--- src/rtl/ir_strobe_pkg.sv ---
// Shared types and default parameters for the IR LED strobe controller.
// The optional watchdog is enabled by defining IR_STROBE_LIMIT_EN.
package ir_strobe_pkg;

  localparam int DUTY_W_DEF     = 8;
  localparam int PRE_W_DEF      = 16;
  localparam int LEN_W_DEF      = 24;
  localparam int WARMUP_CYC_DEF = 64;
  localparam int MAX_ON_CYC_DEF = 2 ** 22;

  typedef enum logic [1:0] {
    IDLE = 2'd0,
    WARM = 2'd1,
    ON   = 2'd2
  } state_e;

endpackage

--- src/rtl/ir_pwm_gen.sv ---
// PWM generator for IRPWM: prescaler, free-running duty counter and registered compare.
// Output is registered so it lines up with the registered IRLEDEN from the top level.
module ir_pwm_gen #(
  parameter int DUTY_W = 8,
  parameter int PRE_W  = 16
) (
  input  logic              clk,
  input  logic              rst,
  input  logic              clr,
  input  logic              run,
  input  logic [DUTY_W-1:0] duty,
  input  logic [PRE_W-1:0]  prescale,
  output logic              pwm
);

  logic [PRE_W-1:0]  pre_q, pre_d;
  logic [DUTY_W-1:0] cnt_q, cnt_d;
  logic              pwm_q, pwm_d;

  // NOTE: every variable gets a default at the top of always_comb so no path infers a latch.
  always_comb begin
    pre_d = pre_q;
    cnt_d = cnt_q;
    if (clr) begin
      pre_d = '0;
      cnt_d = '0;
    end else if (run) begin
      if (pre_q == prescale) begin
        pre_d = '0;
        cnt_d = cnt_q + 1'b1;
      end else begin
        pre_d = pre_q + 1'b1;
      end
    end
    // Compare against the count of the cycle being presented, so ON entry shows count 0.
    pwm_d = run && (cnt_d < duty);
  end

  always_ff @(posedge clk or posedge rst) begin
    if (rst) begin
      pre_q <= '0;
      cnt_q <= '0;
      pwm_q <= 1'b0;
    end else begin
      pre_q <= pre_d;
      cnt_q <= cnt_d;
      pwm_q <= pwm_d;
    end
  end

  assign pwm = pwm_q;

endmodule

--- src/rtl/ir_strobe_ctrl.sv ---
// IR LED strobe sequencer: CURREN warm-up, then a timed IRLEDEN window with PWM on IRPWM.
// Define IR_STROBE_LIMIT_EN to add the continuous-on watchdog and sticky fault.
module ir_strobe_ctrl
  import ir_strobe_pkg::*;
#(
  parameter int WARMUP_CYC = WARMUP_CYC_DEF,
  parameter int DUTY_W     = DUTY_W_DEF,
  parameter int PRE_W      = PRE_W_DEF,
  parameter int LEN_W      = LEN_W_DEF
`ifdef IR_STROBE_LIMIT_EN
  ,
  parameter int MAX_ON_CYC = MAX_ON_CYC_DEF
`endif
) (
  input  logic              clk,
  input  logic              rst,
  input  logic              cfg_en,
  input  logic [DUTY_W-1:0] cfg_duty,
  input  logic [PRE_W-1:0]  cfg_prescale,
  input  logic [LEN_W-1:0]  cfg_len,
  input  logic              trig,
  output logic              busy,
  output logic              done,
  output logic              fault,
  output logic              curren,
  output logic              irleden,
  output logic              irpwm
);

  state_e            state_q, state_d;
  logic [LEN_W-1:0]  cnt_q, cnt_d;
  logic [DUTY_W-1:0] duty_q, duty_d;
  logic [PRE_W-1:0]  pre_q, pre_d;
  logic [LEN_W-1:0]  len_q, len_d;
  logic              curren_q, curren_d;
  logic              irleden_q, irleden_d;
  logic              busy_q, busy_d;
  logic              done_q, done_d;
  logic              pwm_clr;
  logic              wd_trip;
  logic              fault_q;

  always_comb begin
    state_d = state_q;
    cnt_d   = cnt_q;
    duty_d  = duty_q;
    pre_d   = pre_q;
    len_d   = len_q;
    done_d  = 1'b0;
    unique case (state_q)
      IDLE: begin
        if (trig && cfg_en && !fault_q) begin
          state_d = WARM;
          cnt_d   = '0;
          duty_d  = cfg_duty;
          pre_d   = cfg_prescale;
          len_d   = cfg_len;
        end
      end
      WARM: begin
        if (cnt_q == LEN_W'(WARMUP_CYC - 1)) begin
          cnt_d = '0;
          if (len_q == '0) begin
            state_d = IDLE;
            done_d  = 1'b1;
          end else begin
            state_d = ON;
          end
        end else begin
          cnt_d = cnt_q + 1'b1;
        end
      end
      ON: begin
        if (cnt_q == len_q - 1'b1) begin
          state_d = IDLE;
          cnt_d   = '0;
          done_d  = 1'b1;
        end else begin
          cnt_d = cnt_q + 1'b1;
        end
      end
      default: state_d = IDLE;
    endcase
    // Disable and watchdog trips end the sequence silently, overriding normal completion.
    if (!cfg_en || wd_trip) begin
      state_d = IDLE;
      cnt_d   = '0;
      done_d  = 1'b0;
    end
    pwm_clr   = (state_q != ON) && (state_d == ON);
    curren_d  = (state_d != IDLE);
    irleden_d = (state_d == ON);
    busy_d    = curren_d;
  end

`ifdef IR_STROBE_LIMIT_EN
  localparam int WD_W = $clog2(MAX_ON_CYC + 1);

  logic [WD_W-1:0] wd_q, wd_d, wd_inc;
  logic            fault_d;

  always_comb begin
    wd_inc  = wd_q + 1'b1;
    wd_trip = irleden_q && (wd_inc == WD_W'(MAX_ON_CYC));
    wd_d    = (irleden_q && !wd_trip) ? wd_inc : '0;
    fault_d = cfg_en && (fault_q || wd_trip);
  end

  always_ff @(posedge clk or posedge rst) begin
    if (rst) begin
      wd_q    <= '0;
      fault_q <= 1'b0;
    end else begin
      wd_q    <= wd_d;
      fault_q <= fault_d;
    end
  end
`else
  assign wd_trip = 1'b0;
  assign fault_q = 1'b0;
`endif

  // NOTE: sequential state uses non-blocking assignments so every flop samples pre-edge values.
  always_ff @(posedge clk or posedge rst) begin
    if (rst) begin
      state_q   <= IDLE;
      cnt_q     <= '0;
      duty_q    <= '0;
      pre_q     <= '0;
      len_q     <= '0;
      curren_q  <= 1'b0;
      irleden_q <= 1'b0;
      busy_q    <= 1'b0;
      done_q    <= 1'b0;
    end else begin
      state_q   <= state_d;
      cnt_q     <= cnt_d;
      duty_q    <= duty_d;
      pre_q     <= pre_d;
      len_q     <= len_d;
      curren_q  <= curren_d;
      irleden_q <= irleden_d;
      busy_q    <= busy_d;
      done_q    <= done_d;
    end
  end

  ir_pwm_gen #(
    .DUTY_W (DUTY_W),
    .PRE_W  (PRE_W)
  ) u_pwm (
    .clk      (clk),
    .rst      (rst),
    .clr      (pwm_clr),
    .run      (irleden_d),
    .duty     (duty_q),
    .prescale (pre_q),
    .pwm      (irpwm)
  );

  assign busy    = busy_q;
  assign done    = done_q;
  assign fault   = fault_q;
  assign curren  = curren_q;
  assign irleden = irleden_q;

endmodule
--- config.mk ---
export PLATFORM = sky130hd
export DESIGN_NAME = ir_strobe_ctrl
export DESIGN_NICKNAME = d
export VERILOG_FILES = /design/src/rtl/ir_strobe_pkg.sv /design/src/rtl/ir_pwm_gen.sv /design/src/rtl/ir_strobe_ctrl.sv
export SDC_FILE = /design/constraint.sdc
export NUM_CORES = 1
export LEC_CHECK = 0
export ABC_CLOCK_PERIOD_IN_PS = 6400
export CAP_MARGIN = 20
export CELL_PAD_IN_SITES_DETAIL_PLACEMENT = 2
export CELL_PAD_IN_SITES_GLOBAL_PLACEMENT = 2
export CORE_MARGIN = 8
export CORE_UTILIZATION = 37
export DETAILED_ROUTE_END_ITERATION = 12
export GPL_ROUTABILITY_DRIVEN = 0
export PLACE_DENSITY_LB_ADDON = 0.1
export SLEW_MARGIN = 30
export SYNTH_ARGS = -nofsm -noshare
export SYNTH_HDL_FRONTEND = slang
export SYNTH_HIERARCHICAL = 1
export SYNTH_SLANG_ARGS = --single-unit
--- constraint.sdc ---
create_clock -name clk -period 6.4 [get_ports clk]
set_input_delay 1.28 -clock clk [delete_from_list [all_inputs] [get_ports clk]]
set_output_delay 1.28 -clock clk [all_outputs]
set_load 0.02 [all_outputs]
==> impl.org <==
** Worst setup path
- In this run the critical register-to-register path is launched from len_q[0]$_DFFE_PP0P_.
- Setup crit end kind :: flop
- In this run the worst path has a maximum fanout of 10.
- Reg2reg setup slack :: approximately 1.0 ns
- Crit Reg-Reg Endpoint :: u_pwm/pwm$_DFF_PP0_
- The number of cells on the worst reg-to-reg path is 20.
- Arr. time, crit path :: roughly 5.7 ns
- STA puts the critical path data required time at 6.70 ns.
- Startpoint type of the worst setup path :: flop
- The worst setup path is of the reg -> reg kind.
- Tracing the worst setup path back leads to its startpoint at len_q[0]$_DFFE_PP0P_.
- Setup crit end :: u_pwm/pwm$_DFF_PP0_

** Timing
- Derived from the worst setup path, the maximum achievable clock frequency is ~190 MHz.
- Setup repair after global routing left no endpoint under its margin.
- Fin. Hold Viols :: 0
- Final Critical Period :: 5.389 ns
- Measured slew at the worst slew-check pin :: 0.9113 ns
- Summed over all failing endpoints, the final setup total negative slack is 0 ns.
- Worst setup skew after layout :: 0.01220 ns
- Setup violations remaining at the end of the flow were counted as 0.
- Of the available clock period, the critical path in the final layout requires a little over four fifths.
- The worst pin sits at a relative slew slack of between 30% and 40%.
- Final Slew Violations :: 0

** Synth
- Post-synth net total :: about 690
- Mean area per synthesized cell :: between 9 and 10 µm²
- The most used flip-flop cell after synthesis is sky130_fd_sc_hd__dfrtp_1.
- Of all flip-flops after synthesis, the portion carrying an async set or reset was between 90% and 100%.
- Sequential element share of the synthesized area :: 41.68%
- Synthesis produced a netlist whose cell count is roughly 630.
- Counting flops with a built-in enable in the synthesized netlist gives 0.
- Yosys warning count :: 6
- Simple-Gate Fraction of Synth Area :: a little over a fifth
- The synthesized netlist devotes ~10% of its cell area to compound gates.
- Post-synthesis adder-cell area fraction :: slightly above 3%
- In this run, distinct cell masters in the synthesized netlist total 69.
- Portion of netlist area occupied by mux cells :: roughly a tenth
- Xor/xnor cell area share of the yosys netlist :: under 10%
- Synthesized cell area :: slightly above 0.006 mm²
- Main combinational cell family by area after synthesis :: simple AND/OR/NAND/NOR gates
- After synthesis the netlist holds a flip-flop and latch count of about 100.
- Post-synth top area share :: between 40% and 50%
- After synthesis, the cell types taking the most area are sky130_fd_sc_hd__dfrtp_1 (42%), sky130_fd_sc_hd__mux2_2 (9.0%), sky130_fd_sc_hd__xnor2_1 (5.4%), sky130_fd_sc_hd__nand2_1 (3.7%), sky130_fd_sc_hd__xor2_1 (3.6%).
- Cell type with the highest aggregate area in the netlist :: sky130_fd_sc_hd__dfrtp_1

** Clock tree
- Buffers inserted during clock tree synthesis total 9.
- CTS clock-pin slew for the worst setup and hold paths :: approximately 0.08 ns
- The number of setup buffers added after CTS is 0.
- The tree built by TritonCTS fans out to roughly 100 sinks.
- CTS-repair resized insts :: 0
- Number of buffers inserted for hold repair after clock tree synthesis :: 0
- Root cell of the clock tree :: sky130_fd_sc_hd__clkbuf_16
- The clock passes through at most 2 buffers.
- Clock latency on the worst-skew pair :: 0.36 ns
- The clock tree synthesis step divided the H-tree into 3 levels.
- TritonCTS built the clock tree.

** Pwr
- Of the total power, the share spent switching nets is 31.55%.
- Part of the total power dissipated in sequential elements :: ~47%
- IR analysis of the VDD net gives a maximum drop of ~0.15 mV.
- Clock Power Share :: approximately 33%
- The internal portion of the total power is around 1.2 mW.
- Cell area power density :: 235.6 mW/mm²
- Combinational logic is responsible for between 15 and 20% of the overall power.
- The analysis attributes to cell leakage a power of between 2 and 3 nW.
- Switching power of the nets :: ~0.53 mW

** Finish
- Compared with the post-synthesis result, the final layout area differs by 16.80%.
- Highest-count cells in the layout ignoring fill and taps :: sky130_fd_sc_hd__dfrtp_1 (102), sky130_fd_sc_hd__nand2_1 (61), sky130_fd_sc_hd__clkdlybuf4s50_1 (56)
- Fraction of layout cells with a size suffix above 1 :: between 10% and 20%
- Excluding fillers, the count of instances in the completed layout stands at between 800 and 900.
- Core Util, Final :: between 40% and 50%
- Leaving out fill and tap cells, the most frequent cell in the layout is sky130_fd_sc_hd__dfrtp_1.
- The net count of the finished layout is between 700 and 800.
- Final standard cell area without fillers :: slightly above 0.007 mm²
- 0 antenna diodes ended up in the layout.

** Drt
- Routed met1 length :: 8608 µm
- Total met3 wirelength after detailed routing :: 640 µm
- For this run, the detailed router's first-pass iteration total came to 4.
- Drt first-iter violations :: between 200 and 250
- Total wirelength of the detailed-routed design :: ~18000 µm
- Wire length per cell after detailed routing :: roughly 21 µm
- Detailed routing placed a total of 8684 µm of wire on met2.
- Uppermost signal routing layer after detailed routing :: met4
- Routed via count divided by cell count :: ~5.6
- For this run, design rule violations remaining after detail routing come to 0.
- Via count :: ~4900
- Number of nets still failing antenna checks after routing :: 0

** Placement
- In this run the cell area measured after placement is a little under 0.007 mm².
- Number of I/O port buffers :: 56
- Including well taps, the total number of placed cells is 870.
- Half-perimeter wire length after detailed placement :: 13620 µm

** Floorplan
- Die Y-Extent :: about 140 µm
- The floorplan has 47 rows.
- The floorplan step defined a die boundary enclosing approximately 0.021 mm².
- Width of the die :: roughly 140 µm
- Core area :: 0.01641 mm²
- 58 I/O pins were placed.
- Effective utilization at floorplan :: roughly 37%

** Global route
- Initial antenna violation count :: 0
- The first global-routing pass estimated a little under 30000 µm of wire.
- Leftover overflow at the end of global routing :: 0
- In the global route stage, overall resource usage came out at between 10% and 20%.
- The number of global-route vias before repair is roughly 5500.
- Maximum number of pins on one net before global-route repair :: 62

** Status
- Result of the run :: complete, no violations

** Min path
- The tightest min-delay check is of the reg -> reg type.

** Run
- Max-cap violation count :: 0
[power groups by stage]
stage | sequential (mW) | combinational (mW) | clock [mW]
floorplan | 0.770 | 0.246 | 0
global placement | 0.801 | 0.310 | 0
detailed placement | 0.809 | 0.329 | 0
CTS | 0.796 | 0.331 | 0.586
global route | 0.808 | 0.359 | 0.603
finish | 0.797 | 0.325 | 0.563
[how the worst min path moves through the flow]
stage | cells after the start | slack, ns | end | startpoint
global route | 1 | 0.55 | duty_q[5]$_DFFE_PP0P_ | duty_q[5]$_DFFE_PP0P_
global placement | 1 | 0.49 | duty_q[1]$_DFFE_PP0P_ | duty_q[1]$_DFFE_PP0P_
CTS | 1 | 0.52 | duty_q[5]$_DFFE_PP0P_ | duty_q[5]$_DFFE_PP0P_
floorplan | 1 | 0.48 | duty_q[1]$_DFFE_PP0P_ | duty_q[1]$_DFFE_PP0P_
finish | 1 | 0.52 | duty_q[5]$_DFFE_PP0P_ | duty_q[5]$_DFFE_PP0P_
detailed placement | 1 | 0.50 | duty_q[3]$_DFFE_PP0P_ | duty_q[3]$_DFFE_PP0P_
[layout make-up]
cell class	instances	area [µm²]
inverter	21	80.08
clock inverter	7	76.32
multi-input combinational	465	3337
fill	1724	9255
timing repair buffer	62	605.6
sequential	102	2552
clock buffer	9	225.2
tap	220	275.3
[cells in the mapped netlist (7+ instances only)]
cell and number:
sky130_fd_sc_hd__o21ai_0 16, sky130_fd_sc_hd__nor3_1 21, sky130_fd_sc_hd__o311ai_1 9, sky130_fd_sc_hd__nor2_1 48, sky130_fd_sc_hd__a21oi_1 7, sky130_fd_sc_hd__xnor2_1 38
sky130_fd_sc_hd__nor4_1 16, sky130_fd_sc_hd__mux2i_1 7, sky130_fd_sc_hd__o2111ai_1 9, sky130_fd_sc_hd__o211ai_1 8, sky130_fd_sc_hd__or3_1 9, sky130_fd_sc_hd__mux2_2 49
sky130_fd_sc_hd__dfrtp_1 102, sky130_fd_sc_hd__clkbuf_1 23, sky130_fd_sc_hd__inv_1 21, sky130_fd_sc_hd__ha_1 15, sky130_fd_sc_hd__xor2_1 25, sky130_fd_sc_hd__nand3_1 21
sky130_fd_sc_hd__nor2b_1 12, sky130_fd_sc_hd__nand4_1 17, sky130_fd_sc_hd__nand2_1 61
[critical path: stages, from the launching register on]
cell and delay, ns:
sky130_fd_sc_hd__dfrtp_1 0.44, sky130_fd_sc_hd__inv_1 0.10, sky130_fd_sc_hd__ha_1 0.21, sky130_fd_sc_hd__or3b_1 0.46, sky130_fd_sc_hd__nor3_1 0.39, sky130_fd_sc_hd__nand4_1 0.18
sky130_fd_sc_hd__xnor2_1 0.18, sky130_fd_sc_hd__a2111oi_2 0.40, sky130_fd_sc_hd__a31oi_2 0.22, sky130_fd_sc_hd__a21oi_2 0.21, sky130_fd_sc_hd__nor3b_2 0.43, sky130_fd_sc_hd__nand2_4 0.17
sky130_fd_sc_hd__or3_1 0.38, sky130_fd_sc_hd__a21oi_1 0.25, sky130_fd_sc_hd__ha_1 0.29, sky130_fd_sc_hd__nand3_1 0.11, sky130_fd_sc_hd__o22ai_1 0.09, sky130_fd_sc_hd__nor3_1 0.18
sky130_fd_sc_hd__nor2_1 0.06, sky130_fd_sc_hd__a2111oi_0 0.37, sky130_fd_sc_hd__o31a_1 0.20
[metal layers]
layer,vias to the layer above,global-route usage [%]
li1,2311,-
met1,2521,24.58
met2,95,30.35
met3,16,2.641
met4,0,5.805
met5,-,0
[cell families after synthesis]
family / Yosys count
compound gates: 83
xor+xnor: 63
fa+ha+maj: 15
buf+inv: 58
flops: 102
mux: 58
other cells: 1
simple gates: 245
[through the flow]
step                total power, mW  hold WS, ns  setup slack (ns)
global placement              1.112       0.4908             1.384
floorplan                     1.016       0.4794             1.639
global route                  1.769       0.5469            0.5640
CTS                           1.713       0.5214            0.9909
detailed placement            1.138       0.4996             1.015
finish                        1.685       0.5196             1.011
[state kept, by name (all words and copies together), names as in the netlist]
signal       count
u_pwm/pre_q     16
u_pwm/cnt_q      8
irleden          1
u_pwm/pwm        1
pre_q           16
busy             1
duty_q           8
cnt_q           24
len_q           24
state_q          2
done             1
(Power assumes the default switching activity.)
